File: src/rtl/unibus_pkg.sv
// Shared types and constants for the Unibus priority arbiter.
package unibus_pkg;
  typedef enum logic [1:0] {IDLE, GRANT, SACKED, MASTER} arb_state_e;

  localparam int BR_LVL_BASE  = 4;
  localparam int BR_LVLS      = 4;
  localparam int SACK_TO_DFLT = 'o400;
endpackage

File: src/rtl/unibus_prio_enc.sv
// Rotating priority encoder: first set request at or after start_i wins.
module unibus_prio_enc #(
  parameter int W  = 4,
  parameter int SW = (W > 1) ? $clog2(W) : 1
) (
  input  logic [W-1:0]  req_i,
  input  logic [SW-1:0] start_i,
  output logic [W-1:0]  gnt_o,
  output logic          vld_o
);
  logic [2*W-1:0] req_dbl, gnt_dbl;
  logic [W-1:0]   rot, rot_oh;
  logic           found;

  // Rotate so start_i lands on bit 0, pick lowest, rotate back.
  assign req_dbl = {req_i, req_i} >> start_i;
  assign rot     = req_dbl[W-1:0];

  always_comb begin
    rot_oh = '0;
    found  = 1'b0;
    for (int i = 0; i < W; i++) begin
      if (rot[i] && !found) begin
        rot_oh[i] = 1'b1;
        found     = 1'b1;
      end
    end
  end

  assign gnt_dbl = {rot_oh, rot_oh} << start_i;
  assign gnt_o   = gnt_dbl[2*W-1:W];
  assign vld_o   = |req_i;
endmodule

File: src/rtl/unibus_arb.sv
// Unibus NPR/BR grant arbiter with SACK/BBSY handshake and no-SACK timeout.
// Define UNIBUS_ARB_NPR_RR_EN for round-robin NPR selection.
module unibus_arb import unibus_pkg::*; #(
  parameter int NPR_N   = 4,
  parameter int BR_N    = 2,
  parameter int SACK_TO = SACK_TO_DFLT,
  parameter int CNT_W   = 10
) (
  input  logic                clk,
  input  logic                reset_n,
  input  logic                bus_init,
  input  logic [NPR_N-1:0]    npr_req,
  input  logic [4*BR_N-1:0]   br_req,
  input  logic [2:0]          cpu_pri,
  input  logic                cpu_br_ok,
  input  logic                bus_sack,
  input  logic                bus_bbsy,
  input  logic                bus_ssyn,
  output logic [NPR_N-1:0]    npr_gnt,
  output logic [4*BR_N-1:0]   br_gnt,
  output logic                cpu_hold,
  output logic                sack_timeout
);
  localparam int NPW = (NPR_N > 1) ? $clog2(NPR_N) : 1;

  arb_state_e                   state_q, state_d;
  logic [NPR_N-1:0]             npr_gnt_q, npr_gnt_d, npr_oh;
  logic [4*BR_N-1:0]            br_gnt_q, br_gnt_d, br_pick;
  logic                         cpu_hold_q, cpu_hold_d;
  logic                         sack_to_q, sack_to_d;
  logic [CNT_W-1:0]             cnt_q, cnt_d;
  logic [NPW-1:0]               npr_start;
  logic                         npr_vld, br_hit, req_held, to_hit;
  logic [BR_LVLS-1:0][BR_N-1:0] lvl_oh;
  logic [BR_LVLS-1:0]           lvl_vld;

  unibus_prio_enc #(.W(NPR_N)) u_npr_enc (
    .req_i(npr_req), .start_i(npr_start), .gnt_o(npr_oh), .vld_o(npr_vld)
  );

  for (genvar l = 0; l < BR_LVLS; l++) begin : g_br
    unibus_prio_enc #(.W(BR_N)) u_enc (
      .req_i(br_req[BR_N*l +: BR_N]), .start_i('0), .gnt_o(lvl_oh[l]), .vld_o(lvl_vld[l])
    );
  end

  // Highest level above CPU priority wins; masked levels are simply not seen.
  always_comb begin
    br_pick = '0;
    br_hit  = 1'b0;
    for (int l = BR_LVLS-1; l >= 0; l--) begin
      if (!br_hit && lvl_vld[l] && (l + BR_LVL_BASE > int'(cpu_pri))) begin
        br_pick[BR_N*l +: BR_N] = lvl_oh[l];
        br_hit = 1'b1;
      end
    end
  end

`ifdef UNIBUS_ARB_NPR_RR_EN
  logic [NPW-1:0] ptr_q, ptr_d;

  assign npr_start = (ptr_q == NPW'(NPR_N-1)) ? '0 : ptr_q + 1'b1;

  // Only a transfer that reached SACK counts as serviced.
  always_comb begin
    ptr_d = ptr_q;
    if (state_q == GRANT && state_d == SACKED)
      for (int i = 0; i < NPR_N; i++)
        if (npr_gnt_q[i]) ptr_d = NPW'(i);
  end

  always_ff @(posedge clk or negedge reset_n) begin
    if (!reset_n)      ptr_q <= NPW'(NPR_N-1);
    else if (bus_init) ptr_q <= NPW'(NPR_N-1);
    else               ptr_q <= ptr_d;
  end
`else
  assign npr_start = '0;
`endif

  assign req_held = |(npr_gnt_q & npr_req) | |(br_gnt_q & br_req);
  assign to_hit   = (state_q == GRANT) && !bus_sack && req_held &&
                    (cnt_q == CNT_W'(SACK_TO-1));

  always_ff @(posedge clk or negedge reset_n) begin
    if (!reset_n) begin
      state_q    <= IDLE;
      npr_gnt_q  <= '0;
      br_gnt_q   <= '0;
      cpu_hold_q <= 1'b0;
      sack_to_q  <= 1'b0;
      cnt_q      <= '0;
    end else if (bus_init) begin
      state_q    <= IDLE;
      npr_gnt_q  <= '0;
      br_gnt_q   <= '0;
      cpu_hold_q <= 1'b0;
      sack_to_q  <= 1'b0;
      cnt_q      <= '0;
    end else begin
      state_q    <= state_d;
      npr_gnt_q  <= npr_gnt_d;
      br_gnt_q   <= br_gnt_d;
      cpu_hold_q <= cpu_hold_d;
      sack_to_q  <= sack_to_d;
      cnt_q      <= cnt_d;
    end
  end

  always_comb begin
    state_d = state_q;
    cnt_d   = cnt_q;
    case (state_q)
      IDLE: begin
        cnt_d = '0;
        if (npr_vld || (cpu_br_ok && br_hit)) state_d = GRANT;
      end
      GRANT: begin
        cnt_d = (cnt_q == '1) ? cnt_q : cnt_q + 1'b1;
        if (bus_sack)       state_d = SACKED;
        else if (!req_held) state_d = IDLE;
        else if (to_hit)    state_d = IDLE;
      end
      SACKED:  if (!bus_sack) state_d = bus_bbsy ? MASTER : IDLE;
      MASTER:  if (!bus_bbsy && !bus_ssyn) state_d = IDLE;
      default: state_d = IDLE;
    endcase
  end

  // Grant is loaded from IDLE and held only while staying in GRANT.
  always_comb begin
    npr_gnt_d  = '0;
    br_gnt_d   = '0;
    cpu_hold_d = (state_d != IDLE);
    sack_to_d  = to_hit;
    case (state_q)
      IDLE: begin
        if (npr_vld)        npr_gnt_d = npr_oh;
        else if (cpu_br_ok) br_gnt_d  = br_pick;
      end
      GRANT: begin
        if (state_d == GRANT) begin
          npr_gnt_d = npr_gnt_q;
          br_gnt_d  = br_gnt_q;
        end
      end
      default: ;
    endcase
  end

  assign npr_gnt      = npr_gnt_q;
  assign br_gnt       = br_gnt_q;
  assign cpu_hold     = cpu_hold_q;
  assign sack_timeout = sack_to_q;
endmodule

File: config.mk
export PLATFORM = sky130hd
export DESIGN_NAME = unibus_arb
export DESIGN_NICKNAME = d
export VERILOG_FILES = /design/src/rtl/unibus_pkg.sv /design/src/rtl/unibus_prio_enc.sv /design/src/rtl/unibus_arb.sv
export SDC_FILE = /design/constraint.sdc
export NUM_CORES = 1
export LEC_CHECK = 0
export CAP_MARGIN = 0
export CORE_MARGIN = 1.5
export CORE_UTILIZATION = 25
export DETAILED_ROUTE_END_ITERATION = 10
export PLACE_DENSITY = 0.46
export SLEW_MARGIN = 10
export SYNTH_ARGS = -nofsm -noshare
export SYNTH_HDL_FRONTEND = slang
export SYNTH_SLANG_ARGS = --single-unit
File: constraint.sdc
create_clock -name clk -period 2 [get_ports clk]
set_clock_uncertainty 0.15 [all_clocks]
set_input_delay 0.3 -clock clk [delete_from_list [all_inputs] [get_ports clk]]
set_output_delay 0.3 -clock clk [all_outputs]
set_load 0.1 [all_outputs]
==> reports/summary.md <==
### Global routing
- **antenna violations before repair** 0
- **Total GRT Usage** 14.2%
- **maximum number of pins on one net before global-route repair** 27
- **global-route wire length before repair** 7210 um
- **global route overflow** 0
- **vias in the first global route** 1,565

### Clock network
- **H-tree depth** 1
- **Clock transition at path regs** 100 ps
- **latest clock arrival within the worst-skew pair** 270 ps
- **TritonCTS clock tree** built
- **CTS max path bufs** 2
- **clock tree root buffer cell** sky130_fd_sc_hd__clkbuf_8
- **clock buffers created by TritonCTS** 3
- **Clock Sinks** 26

### Setup path
- **maximum net fanout on the critical path** 7
- **max incr delay on CP** 490 ps
- **Worst setup EP type** register
- **logic depth of the worst path, buffers included** 6
- **worst path cell trace** a22o_1 -> a221oi_2 -> nand3_2 -> a221oi_4 -> buf_6 -> o32ai_2
- **startpoint of the worst-slack reg-to-reg timing path** npr_gnt[1]
- **CP top delay family** compound AO/OA/AOI/OAI gates
- **Req. time, crit path** 2010 ps
- **Worst Reg-to-Reg Cells** 6
- **worst r2r dst** br_gnt[1]
- **buffers plus inverters on the worst setup path** 1
- **Data arrival, critical path** 1950 ps
- **kind of start point of the critical path** register
- **register-to-register setup slack** 60 ps
- **Worst Setup Path Type** reg -> reg
- **critical-path cell with the highest stage delay** sky130_fd_sc_hd__dfrtp_4

### Routing
- **via density per instance** 4.87
- **mean routed wirelength per cell** 14.6 um
- **number of nets still failing antenna checks after routing** 0
- **remaining routing DRC violations** 0
- **DRT iter0 DRCs** 46
- **vias after detailed routing** 1,486
- **total wirelength of the detailed-routed design** 4470 um
- **Initial DRT Pass Iterations** 4

### Pwr
- **Power per Cell Area** 538 nW/um2
- **leakage power summed over all cells** 0.00104 uW
- **Max VDD drop** 0.388 mV

### Timing
- **Slew Limit Fails** 0
- **final setup violation count** 0
- **worst slew margin relative to its limit** 70.0%
- **period utilization** 96.9%
- **Worst-Margin Slew** 446 ps
- **final hold vios** 0
- **Tmin final** 1940 ps
- **max frequency** 516 MHz
- **unrepaired setup endpoints after global routing** yes

### Run status
- **run status** completed

### Finish
- **Final #Nets** 254
- **Layout Area Growth over Synthesis** 64.4%
- **Inserted Diodes** 0
- **final design utilization** 42.2%
- **post-route cell area** 2470 um2
- **layout cells sized above 1** 42.6%

### Hold path
- **min-delay worst type** in -> reg
- **number of instances on the worst hold path** 3
- **startpoint of the lowest-slack hold path** npr_req[3]
- **WHS Endpoint** npr_gnt[3]

### Synth
- **Ys Warns** 0
- **most numerous cell in the Yosys netlist** sky130_fd_sc_hd__dfrtp_1
- **number of synthesized flops with an enable pin** 0
- **area share of the largest cell type after synthesis** 43.3%
- **post-synthesis cell area** 1500 um2
- **dominant synthesized flop cell** sky130_fd_sc_hd__dfrtp_1
- **mean post-synth cell area** 9.51 um2
- **top cell types by occurrence after synthesis** sky130_fd_sc_hd__dfrtp_1, sky130_fd_sc_hd__nand2_1, sky130_fd_sc_hd__nor2_1
- **synthesized netlist cell count** 158
- **number of distinct standard cells referenced by the synthesized netlist** 47
- **portion of the post-synthesis area used by sequential elements** 43.3%
- **synthesized flop and latch total** 26
- **fraction of synthesis flops using an asynchronous set or reset pin** 100%
- **cell type contributing the most total cell area after synthesis** sky130_fd_sc_hd__dfrtp_1
- **cell types with the largest area share after synthesis** sky130_fd_sc_hd__dfrtp_1, sky130_fd_sc_hd__nand2_1, sky130_fd_sc_hd__o21ai_1
- **Syn Nets** 181

### Flow run
- **Maximum Capacitance Violations** 0

### Place
- **dpl cell area** 2280 um2
- **gp weighted congestion** 0.899
- **detailed placement HPWL** 3520 um
- **number of I/O port buffers** 35

### Floorplanning
- **Core Area** 5850 um2
- **I/O pin cnt** 36
- **Total Die Area** 6490 um2
- **x dimension of the die** 80.5 um
- **num rows** 28
- **initial cell density of the core** 25.7%
- **Die Span Y** 80.5 um

==> worst max-delay path by stage <==
stage	start	slack [ps]	to
floorplan	npr_gnt[1]	-80	br_gnt[1]
global placement	npr_req[3]	-300	br_gnt[1]
detailed placement	npr_req[3]	-330	br_gnt[1]
CTS	npr_req[3]	-6	br_gnt[5]
global route	br_gnt[1]	-10	npr_gnt[0]
finish	npr_gnt[1]	60	br_gnt[1]
==> through the flow <==
stage                     worst slack (ps)  std cells  hold WS, ps  power, uW  TNS, ps
after floorplan                      -79.3        158         -146        722     -599
after global placement                -296        298          356        880    -4010
after detailed placement              -331        298          370        882    -4260
after CTS                            -6.21        303          257       1320    -6.21
after global routing                 -13.4        305          250       1390    -47.7
final                                 62.9        305          240       1330        0
==> cell type report <==
cell class              instances  area, um2
clock buffers                   3       41.3
clock inverters                 1       30.0
fillers                       562       3380
inverters                       6       22.5
multi-input cells             122        896
flip-flops and latches         26        676
well taps                      75       93.8
repair buffers                 72        712
==> report_power, final <==
| part | internal, uW | total (uW) | switching [uW] |
|---|---|---|---|
| logic | 151 | 337 | 186 |
| clock network | 268 | 436 | 169 |
| registers | 540 | 557 | 17.6 |
| total | 958 | 1330 | 372 |
==> worst register-to-register path: stages, from the launching register on <==
cell	delay (ps)
sky130_fd_sc_hd__dfrtp_4	490
sky130_fd_sc_hd__a22o_1	220
sky130_fd_sc_hd__a221oi_2	210
sky130_fd_sc_hd__nand3_2	150
sky130_fd_sc_hd__a221oi_4	340
sky130_fd_sc_hd__buf_6	190
sky130_fd_sc_hd__o32ai_2	80
==> registers in the layout, indices dropped and copies added (netlist names) <==
register      count
br_gnt            8
cnt_q            10
cpu_hold          1
npr_gnt           4
sack_timeout      1
state_q           2
==> cells in the final DEF, fill, tap and decap left out, types with 7 or more instances in the layout <==
cell type | netlist | layout
sky130_fd_sc_hd__o21ai_0 | 7 | 7
sky130_fd_sc_hd__dfrtp_1 | 26 | 14
sky130_fd_sc_hd__nand2_1 | 20 | 20
sky130_fd_sc_hd__buf_4 | 1 | 40
sky130_fd_sc_hd__dfrtp_2 | 0 | 8
sky130_fd_sc_hd__buf_12 | 0 | 8
sky130_fd_sc_hd__clkdlybuf4s50_1 | 0 | 18
sky130_fd_sc_hd__o21ai_2 | 6 | 8
sky130_fd_sc_hd__o21ai_1 | 11 | 9
sky130_fd_sc_hd__nor2_1 | 14 | 14
==> routing by layer <==
| metal | wire (um) | up-vias | share of wire (%) | track usage (%) |
|---|---|---|---|---|
| met3 | 168 | 7 | 3.8 | 2.16 |
| met1 | 2000 | 717 | 45 | 17.9 |
| met5 | 0 | - | 0 | 0 |
| met4 | 35 | 0 | 0.78 | 2.24 |
| li1 | - | 724 | - | - |
| met2 | 2260 | 38 | 51 | 25.7 |
==> logic make-up after synthesis <==
| kind of cell | synth area share (%) |
|---|---|
| simple gates | 26.3 |
| compound gates | 24.1 |
| flops | 43.3 |
| buf+inv | 3.58 |
| xor+xnor | 1.17 |
| mux | 0.749 |
| fa+ha+maj | 0.833 |
==> repair_timing <==
action	4_1_cts	5_1_grt
cloned	0	0
setup buffers	1	2
pin swaps	1	4
hold buffers	0	0
setup endpoints to repair	11	20
gates resized for setup	2	17
No activity file was read; power rests on OpenSTA's default activity.
